**src/rtl/tmr_hamming_scrub_bank.sv**
```systemverilog
// Triple-redundant Hamming(7,4) storage cell: voted and corrected read, periodic scrub with
// write-back, saturating correction telemetry and an SEU fault-injection port.
module tmr_hamming_scrub_bank #(
    parameter int SCRUB_PERIOD = 256,
    parameter int CNT_W        = 8
) (
    input  logic             clk_i,
    input  logic             rst_i,
    input  logic             wr_en_i,
    input  logic [3:0]       wr_data_i,
    output logic             wr_ready_o,
    input  logic             inj_en_i,
    input  logic [1:0]       inj_copy_i,
    input  logic [6:0]       inj_mask_i,
    input  logic             clr_cnt_i,
    output logic [3:0]       rd_data_o,
    output logic             rd_valid_o,
    output logic [CNT_W-1:0] corr_cnt_o,
    output logic             err_flag_o,
    output logic             scrub_busy_o
);
    localparam int               TMR_W    = (SCRUB_PERIOD > 1) ? $clog2(SCRUB_PERIOD) : 1;
    localparam logic [TMR_W-1:0] TMR_LAST = TMR_W'(SCRUB_PERIOD - 1);
    localparam logic [CNT_W-1:0] CNT_MAX  = {CNT_W{1'b1}};

    function automatic logic [6:0] hamming_enc(input logic [3:0] d);
        return {d[3] ^ d[2] ^ d[0], d[3] ^ d[1] ^ d[0], d[3],
                d[2] ^ d[1] ^ d[0], d[2], d[1], d[0]};
    endfunction

    function automatic logic [2:0] hamming_syn(input logic [6:0] v);
        return {v[3] ^ v[2] ^ v[1] ^ v[0],
                v[5] ^ v[4] ^ v[1] ^ v[0],
                v[6] ^ v[4] ^ v[2] ^ v[0]};
    endfunction

    function automatic logic [6:0] hamming_fix(input logic [6:0] v);
        logic [6:0] flip;
        case (hamming_syn(v))
            3'b001:  flip = 7'b100_0000;
            3'b010:  flip = 7'b010_0000;
            3'b011:  flip = 7'b001_0000;
            3'b100:  flip = 7'b000_1000;
            3'b101:  flip = 7'b000_0100;
            3'b110:  flip = 7'b000_0010;
            3'b111:  flip = 7'b000_0001;
            default: flip = 7'b000_0000;
        endcase
        return v ^ flip;
    endfunction

    function automatic logic [6:0] vote3(input logic [6:0] a, input logic [6:0] b,
                                         input logic [6:0] c);
        return (a & b) | (a & c) | (b & c);
    endfunction

    typedef enum logic [1:0] {ST_IDLE = 2'd0, ST_CHK = 2'd1, ST_WB = 2'd2} state_t;

    state_t           state_q;
    logic [2:0][6:0]  copy_q, copy_d;
    logic [TMR_W-1:0] timer_q, timer_d;
    logic [CNT_W-1:0] cnt_q, cnt_d;
    logic             err_q, err_d;
    logic             valid_q, valid_d;
    logic [3:0]       rd_q, rd_d;
    logic             pending_q, wr_ready_q, busy_q;
    logic [6:0]       k_q;
    logic             syn_nz_q, mismatch_q;

    logic [6:0]       vote_s, fix_s;
    logic [2:0]       syn_s;
    logic             wr_fire_s, timer_hit_s, scrub_go_s;

    assign vote_s      = vote3(copy_q[0], copy_q[1], copy_q[2]);
    assign syn_s       = hamming_syn(vote_s);
    assign fix_s       = hamming_fix(vote_s);
    assign wr_fire_s   = wr_en_i && (state_q == ST_IDLE);
    assign timer_hit_s = (timer_q == TMR_LAST);
    // A write in the same idle cycle takes precedence; the request stays pending.
    assign scrub_go_s  = (state_q == ST_IDLE) && pending_q && !wr_en_i;

    // Next-state for the storage copies, telemetry, timer and read register.
    always_comb begin
        copy_d  = copy_q;
        cnt_d   = cnt_q;
        err_d   = err_q;
        valid_d = valid_q;
        timer_d = timer_hit_s ? {TMR_W{1'b0}} : timer_q + TMR_W'(1);
        rd_d    = {fix_s[4], fix_s[2], fix_s[1], fix_s[0]};

        if (state_q == ST_WB) begin
            copy_d = {3{k_q}};
        end else if (wr_fire_s) begin
            copy_d  = {3{hamming_enc(wr_data_i)}};
            valid_d = 1'b1;
        end else if (inj_en_i) begin
            case (inj_copy_i)
                2'd0:    copy_d[0] = copy_q[0] ^ inj_mask_i;
                2'd1:    copy_d[1] = copy_q[1] ^ inj_mask_i;
                2'd2:    copy_d[2] = copy_q[2] ^ inj_mask_i;
                default: copy_d    = copy_q;
            endcase
        end else begin
            copy_d = copy_q;
        end

        if (clr_cnt_i) begin
            cnt_d = {CNT_W{1'b0}};
            err_d = 1'b0;
        end else if (state_q == ST_WB) begin
            cnt_d = (mismatch_q && (cnt_q != CNT_MAX)) ? cnt_q + CNT_W'(1) : cnt_q;
            err_d = err_q | syn_nz_q;
        end else begin
            cnt_d = cnt_q;
            err_d = err_q;
        end
    end

    // Datapath registers.
    always_ff @(posedge clk_i or posedge rst_i) begin
        if (rst_i) begin
            copy_q  <= {3{7'h00}};
            timer_q <= {TMR_W{1'b0}};
            cnt_q   <= {CNT_W{1'b0}};
            err_q   <= 1'b0;
            valid_q <= 1'b0;
            rd_q    <= 4'h0;
        end else begin
            copy_q  <= copy_d;
            timer_q <= timer_d;
            cnt_q   <= cnt_d;
            err_q   <= err_d;
            valid_q <= valid_d;
            rd_q    <= rd_d;
        end
    end

    // Scrub sequencer with its request latch, check snapshot and registered status outputs.
    always_ff @(posedge clk_i or posedge rst_i) begin
        if (rst_i) begin
            state_q    <= ST_IDLE;
            pending_q  <= 1'b0;
            wr_ready_q <= 1'b1;
            busy_q     <= 1'b0;
            k_q        <= 7'h00;
            syn_nz_q   <= 1'b0;
            mismatch_q <= 1'b0;
        end else begin
            if (timer_hit_s) begin
                pending_q <= 1'b1;
            end else if (scrub_go_s) begin
                pending_q <= 1'b0;
            end else begin
                pending_q <= pending_q;
            end

            case (state_q)
                ST_IDLE: begin
                    if (scrub_go_s) begin
                        state_q    <= ST_CHK;
                        wr_ready_q <= 1'b0;
                        busy_q     <= 1'b1;
                    end else begin
                        state_q    <= ST_IDLE;
                        wr_ready_q <= 1'b1;
                        busy_q     <= 1'b0;
                    end
                end
                ST_CHK: begin
                    k_q        <= fix_s;
                    syn_nz_q   <= (syn_s != 3'b000);
                    mismatch_q <= (copy_q[0] != fix_s) || (copy_q[1] != fix_s) ||
                                  (copy_q[2] != fix_s);
                    state_q    <= ST_WB;
                    wr_ready_q <= 1'b0;
                    busy_q     <= 1'b1;
                end
                ST_WB: begin
                    state_q    <= ST_IDLE;
                    wr_ready_q <= 1'b1;
                    busy_q     <= 1'b0;
                end
                default: begin
                    state_q    <= ST_IDLE;
                    wr_ready_q <= 1'b1;
                    busy_q     <= 1'b0;
                end
            endcase
        end
    end

    assign wr_ready_o   = wr_ready_q;
    assign scrub_busy_o = busy_q;
    assign rd_data_o    = rd_q;
    assign rd_valid_o   = valid_q;
    assign corr_cnt_o   = cnt_q;
    assign err_flag_o   = err_q;

endmodule

```
**config.mk**
```make
export PLATFORM = sky130hd
export DESIGN_NAME = tmr_hamming_scrub_bank
export DESIGN_NICKNAME = d
export VERILOG_FILES = /design/src/rtl/tmr_hamming_scrub_bank.sv
export SDC_FILE = /design/constraint.sdc
export NUM_CORES = 1
export LEC_CHECK = 0
export BUFFER_PORTS_ARGS = -buffer_cell sky130_fd_sc_hd__clkbuf_2
export CORE_MARGIN = 5
export CORE_UTILIZATION = 44
export DETAILED_ROUTE_END_ITERATION = 8
export PLACE_DENSITY_LB_ADDON = 0.2
export SYNTH_ARGS = -nofsm -noshare
export SYNTH_HDL_FRONTEND = slang
export SYNTH_SLANG_ARGS = --single-unit
```
**constraint.sdc**
```tcl
create_clock -name clk_i -period 6.9 [get_ports clk_i]
set_input_delay 1.38 -clock clk_i [delete_from_list [all_inputs] [get_ports clk_i]]
set_output_delay 1.38 -clock clk_i [all_outputs]
set_load 0.005 [all_outputs]
```
; Word level (Yosys, flattened, before mapping)
; Index checks and enable logic that the tools add are counted.
[totals]
regBits = 57
in_bits = 18
output_inout_bits = 16
elab_cells = 102
[op_classes]
n_addsub = 2
n_eq_ne = 16
n_mux = 21
bitwise = 26
n_reduce_logical = 22
[op_table]
columns = op, count
row1 = 21-bit two-way mux, 3
row2 = 7-bit case mux with 7 select lines, 1
row3 = 8-bit two-way mux, 4
row4 = 7-bit bitwise XOR, 4
row5 = 7-bit bitwise AND, 3
row6 = 7-bit two-way mux, 3
row7 = 7-bit inequality test, 3
row8 = 8-bit by 1-bit adder with 8-bit output (second input constant), 2
row9 = 3-bit nonzero test, 5
row10 = 1-bit bitwise XOR, 15
row11 = 7-bit bitwise OR, 2
row12 = 3-bit equality test (second input constant), 4
row13 = 2-bit AND reduction, 5
row14 = 8-bit equality test (second input constant), 1
row15 = 8-bit inequality test (second input constant), 1
row16 = 1-bit two-way mux, 7
row17 = 3-bit by 2-bit equality test with 1-bit output (second input constant), 2
row18 = 2-bit nonzero test, 3
row19 = 2-bit by 1-bit equality test with 1-bit output (second input constant), 2
row20 = 2-bit equality test (second input constant), 2
row21 = 1-bit logical AND, 4
row22 = 2-bit zero test, 2
row23 = 1-bit case mux with 2 select lines, 2
row24 = 2-bit case mux with 2 select lines, 1
row25 = 5 further kinds, 6

; Depth between registers and ports, before layout
[depth]
word_depth = 12
depth_mapped = 7
mapped_depth_nobuf = 6

; Worst setup path after synthesis
; Ideal clock, no wire load.
[synth_timing]
path_type = input -> register
start = input wr_en_i
end = register copy_q[17] (netlist name)
setup_ns = 0.121
t_arrival_ns = 2.402
t_required_ns = 6.779
setup_slack_ns = 4.377
stages = 5
n_path_buf = 1
cell_sequence = and2_1 -> clkbuf_1 -> nor2_1 -> o21ai_0 -> a22o_1
[synth_between]
elab_chain_len = 3
elab_cells_between_ends = 6
classes_between = mux (2) / reduce/logical (4)
[synth_lines]
columns = item, line_no
row1 = from (decl), 9  ; input logic wr_en_i,
row2 = 1-bit logical AND *, 77  ; assign wr_fire_s = wr_en_i && (state_q == ST_IDLE);
row3 = 3-bit nonzero test (no source line) or 21-bit two-way mux (tied branches), n/a
row4 = 2-bit AND reduction (no source line) or 21-bit two-way mux (tied branches), n/a
row5 = to (signal assigned), 122  ; copy_q <= {3{7'h00}};
row6 = to (signal assigned), 129  ; copy_q <= copy_d;
row7 = to (decl), 60  ; logic [2:0][6:0] copy_q, copy_d;
; Every way passes the cells marked *; elsewhere a longest branch is shown, timed or not.
; A chain may end at the register's enable or synchronous reset.

; Worst setup path in the final report
[layout_timing]
start = input wr_en_i
end = register copy_q[0] (netlist name)
; The elaborated chain is that of the path after synthesis.

==> summary.txt <==
Drt
  – Number of violations reported at the end of detailed-routing iteration 0: 123
  – Routed wire length: 7010 um
  – Ratio of routed vias to standard cells: 5.62
  – Post-route DRC violation count: 0
  – DR vias: 2593
  – Count of TritonRoute iterations in the first routing pass: 5
  – Detailed-route wire length per cell: 15.2 um
  – Number of nets still failing antenna checks after routing: 0

Clocking
  – Post-CTS Resized: 0
  – Number of buffers created by CTS: 9
  – CTS tree: built
  – Clock Root Buffer: clkbuf_8
  – Buffer levels on the longest clock path: 2
  – Post-CTS repair timing setup buffer count: 0
  – Clock transition at the register clock pins on the worst setup and hold paths after CTS: 70 ps
  – Hold_buf cts: 0
  – Skew-Pair Late Insertion Delay: 340 ps
  – CTS H-Tree Depth: 3
  – CTS sink cnt: 57

Logic synthesis
  – Synth Net Count: 343
  – Number of enable flip-flop cells after synthesis: 0
  – Mean instance size in the synthesized netlist: 9.76 um2
  – Count of mapped cells out of synthesis: 323
  – YS warnings: 0
  – Number of different library cells in the post-synthesis netlist: 48
  – Most common flop cell mapped by yosys: dfrtp_1
  – Number of register bits inferred by synthesis: 57
  – Part of the Yosys area used for sequential elements: 0.453
  – FFs w/ async S/R, synth: 1.00
  – Mapped Area: 0.00315 mm2

Floorplan
  – Width of the die: 94.7 um
  – IO Pins: 34
  – Floorplan row count: 30
  – Y dimension of the die: 94.7 um
  – Total die area: 0.00896 mm2
  – Initial core utilization: 0.459
  – Core area: 0.00687 mm2

Global routing
  – Number of antenna violations at the first check in global routing: 0
  – Maximum number of pins on one net before global-route repair: 58
  – Remaining Overflow, GRT: 0
  – Number of global-route vias before repair: 2448
  – Wire length of the first global-routing pass: 11900 um
  – GRT Resource Usage Total: 0.173

Power
  – Pleak: 1.57 nW
  – Design Power: 1.06 mW
  – Power density of the placed cells: 290 mW/mm2
  – Maximum ir drop on the vdd rail: 0.141 mV

Placement
  – Post-detail-place hpwl: 5220 um
  – Global placer's final weighted congestion: 0.798
  – Port-buffer cells: 33
  – Number of placed cells counting well taps: 445

STA
  – Fin Clk Skew: 11.4 ps
  – Final Hold Fails: 0
  – Unrepaired setup endpoints after global routing: no
  – Sum of negative setup slack: 0 ps
  – Final critical delay including setup and external delays: 2890 ps
  – Relative max-transition margin: 0.482
  – Fraction of the cycle the final worst path needs: 0.419
  – Count of final max-slew check failures: 0
  – Slew of the pin with the lowest slew margin: 775 ps
  – Achievable frequency: 346 MHz
  – Final setup violation count: 0

Worst setup path
  – Critical path capture point type: flip-flop
  – Critical-path cell list: clkbuf_2, nand2_1, nand2_1, a21oi_1, nor2_1, o32a_2
  – Crit. path cell count: 6
  – Setup slack of the worst register-to-register path: 4470 ps
  – Maximum fanout encountered on the critical timing path: 18
  – End of the worst register-to-register path: k_q[2]
  – Count of cells along the worst register-to-register path: 6
  – Element type at the critical path start: primary input
  – Kind of cell adding the most delay to the critical path: simple AND/OR/NAND/NOR gates
  – CP bufs+invs: 1
  – Slowest-stage cell, CP: a21oi_1
  – Cell occurring most often along the worst timing path: nand2_1
  – Arrival time worst endpoint: 3110 ps
  – Endpoint required time on the critical path: 7120 ps
  – Worst stage delay on the critical path: 560 ps
  – Launching point of the worst reg2reg path: copy_q[11]
  – Kind of critical path: primary input to flip-flop

Cells and area
  – Final core utilization: 0.529
  – Non-filler instance count after layout: 461
  – Layout cells sized above 1: 0.189
  – # nets final: 380
  – Layout-stage area growth over the synthesis result: 15.3%
  – Inserted Diodes: 0

Hold path
  – Worst Hold Depth: 1
  – Worst Hold Path EP: rd_valid_o
  – Class of the tightest hold or removal check: flip-flop to flip-flop
  – Min-Delay Startpoint: rd_valid_o

Status
  – Run status: finished clean

Job
  – Reported max-cap violation count: 0
placed cells by master, fill, tap and decap left out, drive strengths merged, types with 7 or more instances in the layout:
master	instances
dfrtp	56
clkbuf	44
o21ai	38
nor2	33
nand2	20
xnor2	17
nand3	15
xor2	14
a31oi	13
o32a	11
a21oi	10
a22o	9
nor3	9
and3	7
or3	7
maj3	7
worst max-delay path by stage:
stage	start	endpoint	slack [ps]
after global routing	wr_en_i	copy_q[0]	3900
after floorplan	rst_i	copy_q[0]	4120
after detailed placement	wr_en_i	copy_q[15]	3700
after CTS	wr_en_i	copy_q[15]	4070
after global placement	wr_en_i	copy_q[0]	3770
final	wr_en_i	copy_q[0]	4010
worst reg2reg max path, delay by kind of cell, from the launching register on:
kind	cells	cell delay [ps]
XOR/XNOR	1	380
multiplexers	2	610
flip-flops	1	430
AND/OR/NAND/NOR	2	420
adder cells (fa/ha/maj)	1	480
through the flow:
| stage | setup slack, ps | cell area, um2 | hold WS, ps |
|---|---|---|---|
| floorplan | 4120 | 3150 | 439 |
| global placement | 3770 | 3410 | 457 |
| detailed placement | 3700 | 3410 | 459 |
| CTS | 4070 | 3640 | 483 |
| global route | 3900 | 3640 | 489 |
| finish | 4010 | 3640 | 480 |
where the power goes:
part,switching (mW),internal [mW]
clock,0.137,0.212
combinational,0.169,0.137
sequential,0.0337,0.367
total,0.340,0.716
cell usage after synthesis (3+ instances only):
cell,number,share of area
dfrtp_1,56,0.44
o21ai_0,37,0.059
nor2_1,33,0.039
nand2_1,20,0.024
xnor2_1,15,0.042
nand3_1,14,0.022
a31oi_1,13,0.026
xor2_1,13,0.036
o32a_1,10,0.032
a21oi_1,9,0.014
a22o_1,9,0.025
nor3_1,9,0.014
and3_1,7,0.014
clkbuf_1,6,0.0071
inv_1,6,0.0071
mux2_2,6,0.021
or3_1,6,0.012
a22oi_1,5,0.012
and2_1,5,0.0099
maj3_1,4,0.013
nand2b_1,4,0.0079
maj3_4,3,0.013
nand4_1,3,0.0060
nor2b_1,3,0.0060
kinds of logic (layout without fill, tap and decap cells):
family / Yosys count / in the layout / share of synthesized area
fa+ha+maj: 9 / 9 / 0.0337
compound gates: 94 / 94 / 0.198
mux: 8 / 8 / 0.0278
flops: 57 / 57 / 0.453
buf+inv: 15 / 57 / 0.0182
xor+xnor: 32 / 32 / 0.104
simple gates: 108 / 108 / 0.165
layout make-up:
| type | instances | area (um2) |
|---|---|---|
| clock inverter | 5 | 80.1 |
| fill | 650 | 3230 |
| timing repair buffer | 34 | 173 |
| inverter | 7 | 26.3 |
| sequential | 57 | 1430 |
| tap | 96 | 120 |
| multi-input combinational | 251 | 1670 |
| clock buffer | 11 | 141 |
layer usage:
metal  part of all wire  track usage  up-vias
met2               0.45        0.252       58
li1                   -            -     1267
met3              0.043       0.0446       12
met5                  0            0        -
met4              0.018       0.0745        0
met1               0.49        0.242     1256
state kept, by name (all words and copies together), names as in the netlist, 2 cells and up:
name        flops
corr_cnt_o      8
timer_q         8
state_q         2
k_q             7
copy_q         21
rd_data_o       4
No activity file was read; power rests on OpenSTA's default activity.
